[config.mk]
export PLATFORM = sky130hd
export DESIGN_NAME = moonbase_extbus_arbiter
export DESIGN_NICKNAME = d
export VERILOG_FILES = /design/src/rtl/moonbase_extbus_arbiter.sv
export SDC_FILE = /design/constraint.sdc
export NUM_CORES = 1
export LEC_CHECK = 0
export CAP_MARGIN = 20
export CELL_PAD_IN_SITES_DETAIL_PLACEMENT = 1
export CELL_PAD_IN_SITES_GLOBAL_PLACEMENT = 1
export CORE_AREA = 2 2 76 78
export CTS_CLUSTER_DIAMETER = 100
export CTS_CLUSTER_SIZE = 20
export DETAILED_ROUTE_END_ITERATION = 10
export DIE_AREA = 0 0 78 80
export PLACE_DENSITY_LB_ADDON = 0.1
export SYNTH_ARGS = -nofsm -noshare
export SYNTH_HDL_FRONTEND = slang
export SYNTH_SLANG_ARGS = --single-unit
[constraint.sdc]
create_clock -name clk -period 1.8 [get_ports clk]
set_input_delay 0.27 -clock clk [delete_from_list [all_inputs] [get_ports clk]]
set_output_delay 0.27 -clock clk [all_outputs]
set_load 0.005 [all_outputs]
[src/rtl/moonbase_extbus_arbiter.sv]
// moonbase_extbus_arbiter
// Two-port arbiter and sequencer for the moonbase external nibble bus.
// One granted requester at a time gets a full byte transaction:
// an address latch strobe, then the high nibble, then the low nibble.
// Read data comes back with a one-cycle ack.
// Optional feature macro: MOONBASE_ARB_RR_EN
//   defined   -> round-robin arbitration between the two ports
//   undefined -> fixed priority, port 0 (CPU) wins ties
module moonbase_extbus_arbiter #(
    parameter logic [7:0] IDLE_BUS = 8'h70
) (
    input  logic       clk,
    input  logic       reset,
    input  logic [3:0] ram_in,
    input  logic [1:0] dev_in,
    input  logic       req0,
    input  logic       req1,
    input  logic       we0,
    input  logic       we1,
    input  logic       tgt0,
    input  logic       tgt1,
    input  logic       code0,
    input  logic       code1,
    input  logic [6:0] addr0,
    input  logic [6:0] addr1,
    input  logic [7:0] wdata0,
    input  logic [7:0] wdata1,
    output logic       ack0,
    output logic       ack1,
    output logic [7:0] rdata,
    output logic [1:0] rdev,
    output logic       gnt,
    output logic       busy,
    output logic [7:0] bus_out
);

    typedef enum logic [1:0] {
        S_IDLE,
        S_ADDR,
        S_HI,
        S_LO
    } state_t;

    state_t     state_q, state_d;
    logic       we_q, we_d;
    logic       tgt_q, tgt_d;
    logic       code_q, code_d;
    logic [6:0] addr_q, addr_d;
    logic [7:0] wdata_q, wdata_d;
    logic       gnt_q, gnt_d;
    logic       ack0_q, ack0_d;
    logic       ack1_q, ack1_d;
    logic [7:0] rdata_q, rdata_d;
    logic [1:0] rdev_q, rdev_d;

    logic       act0, act1;
    logic       winner;
    logic       ramWeN, devWeN;
    logic [3:0] nibble;

    // A port that is being acked this cycle sits out this arbitration round
    assign act0 = req0 & ~ack0_q;
    assign act1 = req1 & ~ack1_q;

`ifdef MOONBASE_ARB_RR_EN
    logic ptr_q;

    // Round-robin tie break: the pointer names the favoured port
    always_comb begin
        winner = act1;
        if (act0 && act1) begin
            winner = ptr_q;
        end
    end

    // After each grant, favour the port that did not win
    always_ff @(posedge clk) begin
        if (reset) begin
            ptr_q <= 1'b0;
        end else if (state_q == S_IDLE && (act0 || act1)) begin
            ptr_q <= ~winner;
        end
    end
`else
    // Fixed priority: port 1 only wins when port 0 is not active
    always_comb begin
        winner = ~act0;
    end
`endif

    // Next-state, transaction latch, read capture and ack generation
    always_comb begin
        state_d = state_q;
        we_d    = we_q;
        tgt_d   = tgt_q;
        code_d  = code_q;
        addr_d  = addr_q;
        wdata_d = wdata_q;
        gnt_d   = gnt_q;
        rdata_d = rdata_q;
        rdev_d  = rdev_q;
        ack0_d  = 1'b0;
        ack1_d  = 1'b0;
        case (state_q)
            S_IDLE: begin
                if (act0 || act1) begin
                    state_d = S_ADDR;
                    gnt_d   = winner;
                    if (winner) begin
                        we_d    = we1;
                        tgt_d   = tgt1;
                        code_d  = code1;
                        addr_d  = addr1;
                        wdata_d = wdata1;
                    end else begin
                        we_d    = we0;
                        tgt_d   = tgt0;
                        code_d  = code0;
                        addr_d  = addr0;
                        wdata_d = wdata0;
                    end
                end
            end
            S_ADDR: begin
                state_d = S_HI;
            end
            S_HI: begin
                state_d = S_LO;
                if (!we_q) begin
                    rdata_d[7:4] = ram_in;
                end
            end
            S_LO: begin
                state_d = S_IDLE;
                if (!we_q) begin
                    rdata_d[3:0] = ram_in;
                    rdev_d       = dev_in;
                end
                ack0_d = ~gnt_q;
                ack1_d = gnt_q;
            end
            default: begin
                state_d = S_IDLE;
            end
        endcase
    end

    // State and datapath registers with synchronous reset
    always_ff @(posedge clk) begin
        if (reset) begin
            state_q <= S_IDLE;
            we_q    <= 1'b0;
            tgt_q   <= 1'b0;
            code_q  <= 1'b0;
            addr_q  <= 7'd0;
            wdata_q <= 8'd0;
            gnt_q   <= 1'b0;
            ack0_q  <= 1'b0;
            ack1_q  <= 1'b0;
            rdata_q <= 8'd0;
            rdev_q  <= 2'd0;
        end else begin
            state_q <= state_d;
            we_q    <= we_d;
            tgt_q   <= tgt_d;
            code_q  <= code_d;
            addr_q  <= addr_d;
            wdata_q <= wdata_d;
            gnt_q   <= gnt_d;
            ack0_q  <= ack0_d;
            ack1_q  <= ack1_d;
            rdata_q <= rdata_d;
            rdev_q  <= rdev_d;
        end
    end

    assign ramWeN = ~(we_q & ~tgt_q);
    assign devWeN = ~(we_q & tgt_q);
    assign nibble = (state_q == S_HI) ? wdata_q[7:4] : wdata_q[3:0];

    // External bus mux; write strobes only ever appear in the nibble phases
    always_comb begin
        bus_out = IDLE_BUS;
        case (state_q)
            S_ADDR:     bus_out = {1'b1, addr_q};
            S_HI, S_LO: bus_out = {1'b0, code_q, ramWeN, devWeN, nibble};
            default:    bus_out = IDLE_BUS;
        endcase
    end

    assign ack0  = ack0_q;
    assign ack1  = ack1_q;
    assign rdata = rdata_q;
    assign rdev  = rdev_q;
    assign gnt   = gnt_q;
    assign busy  = (state_q != S_IDLE);

endmodule

==> key figures <==
Status
  – Status: finished, final reports clean

Yosys
  – Largest area contributor in the netlist: dfxtp_1
  – Most common cell in the netlist: dfxtp_1
  – Largest cells by area after synthesis: dfxtp_1 39%, mux2i_1 17%, nand2b_1 7.5%, o22ai_2 7.5%, ha_1 3.7%
  – Synth Net Count: 218
  – EDFF count, synth: 0
  – Syn Area/Cell: 10.1 um^2
  – Netlist Area Pre-Place: 0.00168 mm^2
  – Yosys top cell area share: 39.3%
  – Netlist cell types: 31
  – Fraction of registers with async set/reset: 0%
  – Synthesis warning total: 0
  – Yosys reg bits: 33
  – Gate Count Post-Synth: 167
  – Sequential-to-total area share from yosys stat: 39.3%
  – Commonest cells in the netlist: 33 x dfxtp_1, 28 x mux2i_1, 20 x nand2b_1, 12 x nor2_1, 10 x o22ai_2
  – Ys flop type: dfxtp_1

Power
  – Comb power frac: 51.4%
  – Internal power consumption: 2.22 mW
  – P_sw: 1.24 mW
  – Power per cell area: 1280 mW/mm^2
  – Power share of the clock group: 17.7%
  – Leak: 1.07 nW
  – Worst ir drop on vdd: 0.458 mV
  – Seq pwr share: 30.9%
  – Switching share of power: 35.9%
  – PnR Total Power: 3.46 mW

Clock tree
  – CTS Buf Count: 5
  – Worst-path clk slew: 0.07 ns
  – Clk_lat worst skew: 0.28 ns
  – Clk sink count: 33
  – Hold-fix buffers, CTS: 0
  – Clock H-tree levels: 2
  – Clock buffer depth: 2
  – CTS tree: done
  – CTS root buffer: clkbuf_8

Floorplan
  – Core area: 0.00541 mm^2
  – IO Count: 68
  – Initial Util: 31.1%
  – DIE AREA: 0.00624 mm^2
  – Die H: 80 um
  – Rows: 27
  – Die W: 78 um

Setup path
  – Worst Path Required: 1.53 ns
  – Worst setup path category: flop to output pin
  – R2R Path End: wdata_q[3]
  – Register-to-Register Path Depth: 9
  – WP data arrival: 1.50 ns
  – Worst setup SP type: flop
  – Crit. Startpoint: state_q[0]
  – Critical path fanouts, max: 6
  – R2R Setup Slk: 0.16 ns
  – R2r startpoint: state_q[0]
  – CP endpoint: bus_out[4]
  – CP Capture Type: output pin

Global route
  – First-pass GRT wire length: 8140 um
  – Total GRT Usage: 16.8%
  – Vias in the first global route: 1700
  – Initial antenna violation count: 0
  – Grt ovf: 0
  – Largest net degree at the start of global routing: 18

Timing
  – Clk_skew: 0.00200 ns
  – Minimum clock period: 1.77 ns
  – Achievable Freq: 565 MHz
  – Setup ws final: 0.0291 ns
  – Max-slew violation count: 0
  – Finish-stage setup viols: 0
  – Final worst-path cycle share: 98.4%
  – Fin. Hold Viols: 0
  – RSZ-0062 raised after global routing: yes
  – Relative slew slack: 79.8%
  – Slew @ Worst Pin: 0.303 ns
  – Worst hold slack: 0.486 ns

Worst hold path
  – Hold Crit Class: flop to flop

Drt
  – Vias: 1552
  – Wire per inst: 15.6 um
  – Routed vias/inst: 4.85
  – WL final: 5000 um
  – Antenna-violating nets left: 0
  – DR iter-0 viols: 38
  – Drt drc: 0
  – Pre-Repair DR Iteration Count: 4

Placed design
  – Final weighted congestion in routability-driven placement: 0.782
  – Port Buf Inserts: 67
  – Placement Setup Slack: -0.159 ns
  – Detailed placer's ending HPWL: 3670 um

Final layout
  – Area growth syn-to-layout: 60.8%
  – Nets: 298
  – Antenna fix cells: 0
  – Proportion of layout cells with a drive suffix above 1: 25.4%

Job
  – Max cap viols: 0
-- cells by family after synthesis --
logic type               after synthesis  share of synthesized area [%]
AND/OR/NAND/NOR                       46                           16.3
adder cells (fa/ha/maj)                5                           3.73
buffers and inverters                 16                           5.59
AO/OA/AOI/OAI                         39                           18.3
flip-flops                            33                           39.3
multiplexers                          28                           16.7
-- what timing repair did --
item / CTS / global route
pin swaps: 2 / 3
cloned: 0 / 0
resized for setup: 35 / 17
setup endpoints to repair: 8 / 8
setup buffers: 4 / 1
-- per-layer routing --
metal	vias to the layer above	routed length (um)	part of all wire, %	GRT usage [%]
li1	758	-	-	-
met1	731	2030	41	18.0
met2	54	2610	52	31.8
met3	9	253	5.1	3.05
met4	0	110	2.2	7.54
met5	-	0	0	0
-- sequential cells by signal, summed over array words and instances, names as in the netlist --
signal   cells
ack0         1
ack1         1
addr_q       7
code_q       1
gnt          1
rdata        8
rdev         2
state_q      2
tgt_q        1
wdata_q      8
we_q         1
-- how the worst min path moves through the flow --
stage / from / end / cells past startpoint
after floorplan: ram_in[0] / rdata[4] / 2
after global placement: gnt / ack0 / 1
after detailed placement: wdata_q[6] / wdata_q[6] / 2
after CTS: gnt / ack0 / 1
after global routing: wdata_q[5] / wdata_q[5] / 2
final: gnt / ack0 / 1
-- power groups by stage --
stage,registers (mW),clock network [mW],logic (mW)
3_3_place_gp,1.03,0,1.51
5_1_grt,1.09,0.664,1.92
3_5_place_dp,1.05,0,1.56
4_1_cts,1.05,0.636,1.74
6_report,1.07,0.614,1.78
2_1_floorplan,1.02,0,0.820
-- worst max-delay path: stages (launching register included) --
cell and delay (ns):
dfxtp_2 0.35, inv_2 0.06, buf_4 0.14, ha_4 0.17, buf_6 0.14, a211o_1 0.23
buf_2 0.13
-- cells in the final DEF (no fill, tap or decap), drive strengths merged --
cell           count
o31ai              1
o22ai             18
buf               22
mux2i             28
nor3               1
nand2b            20
clkbuf            10
clkdlybuf4s50     58
a21oi              9
nand2              1
nor3b              1
o21a               1
a22oi              4
dfxtp             33
dlygate4sd2        1
inv                3
clkinv             1
o21ai              3
ha                 5
nand3b             4
and3b              1
or4                1
clkdlybuf4s15      1
dlymetal6s2s       1
nor2              12
a211o              1
a211oi             2
nor2b              5
-- layout make-up --
type                       instances  area (um^2)
fill                             610         2710
multi-input combinational        118         1010
timing repair buffer              86          821
sequential                        33          666
clock buffer                       7         96.3
tap                               72         90.1
inverter                           3         13.8
clock inverter                     1         5.00
-- metrics by stage --
step	TNS (ns)	cell area (um^2)	utilization [%]	cells
3_5_place_dp	-0.666	2490	46.0	307
6_report	0	2700	50.0	320
5_1_grt	-0.0141	2700	50.0	320
3_3_place_gp	-0.274	2490	46.0	307
4_1_cts	-0.00842	2690	49.7	319
2_1_floorplan	0	1680	-	167
Power figures use the tool's default switching activity.
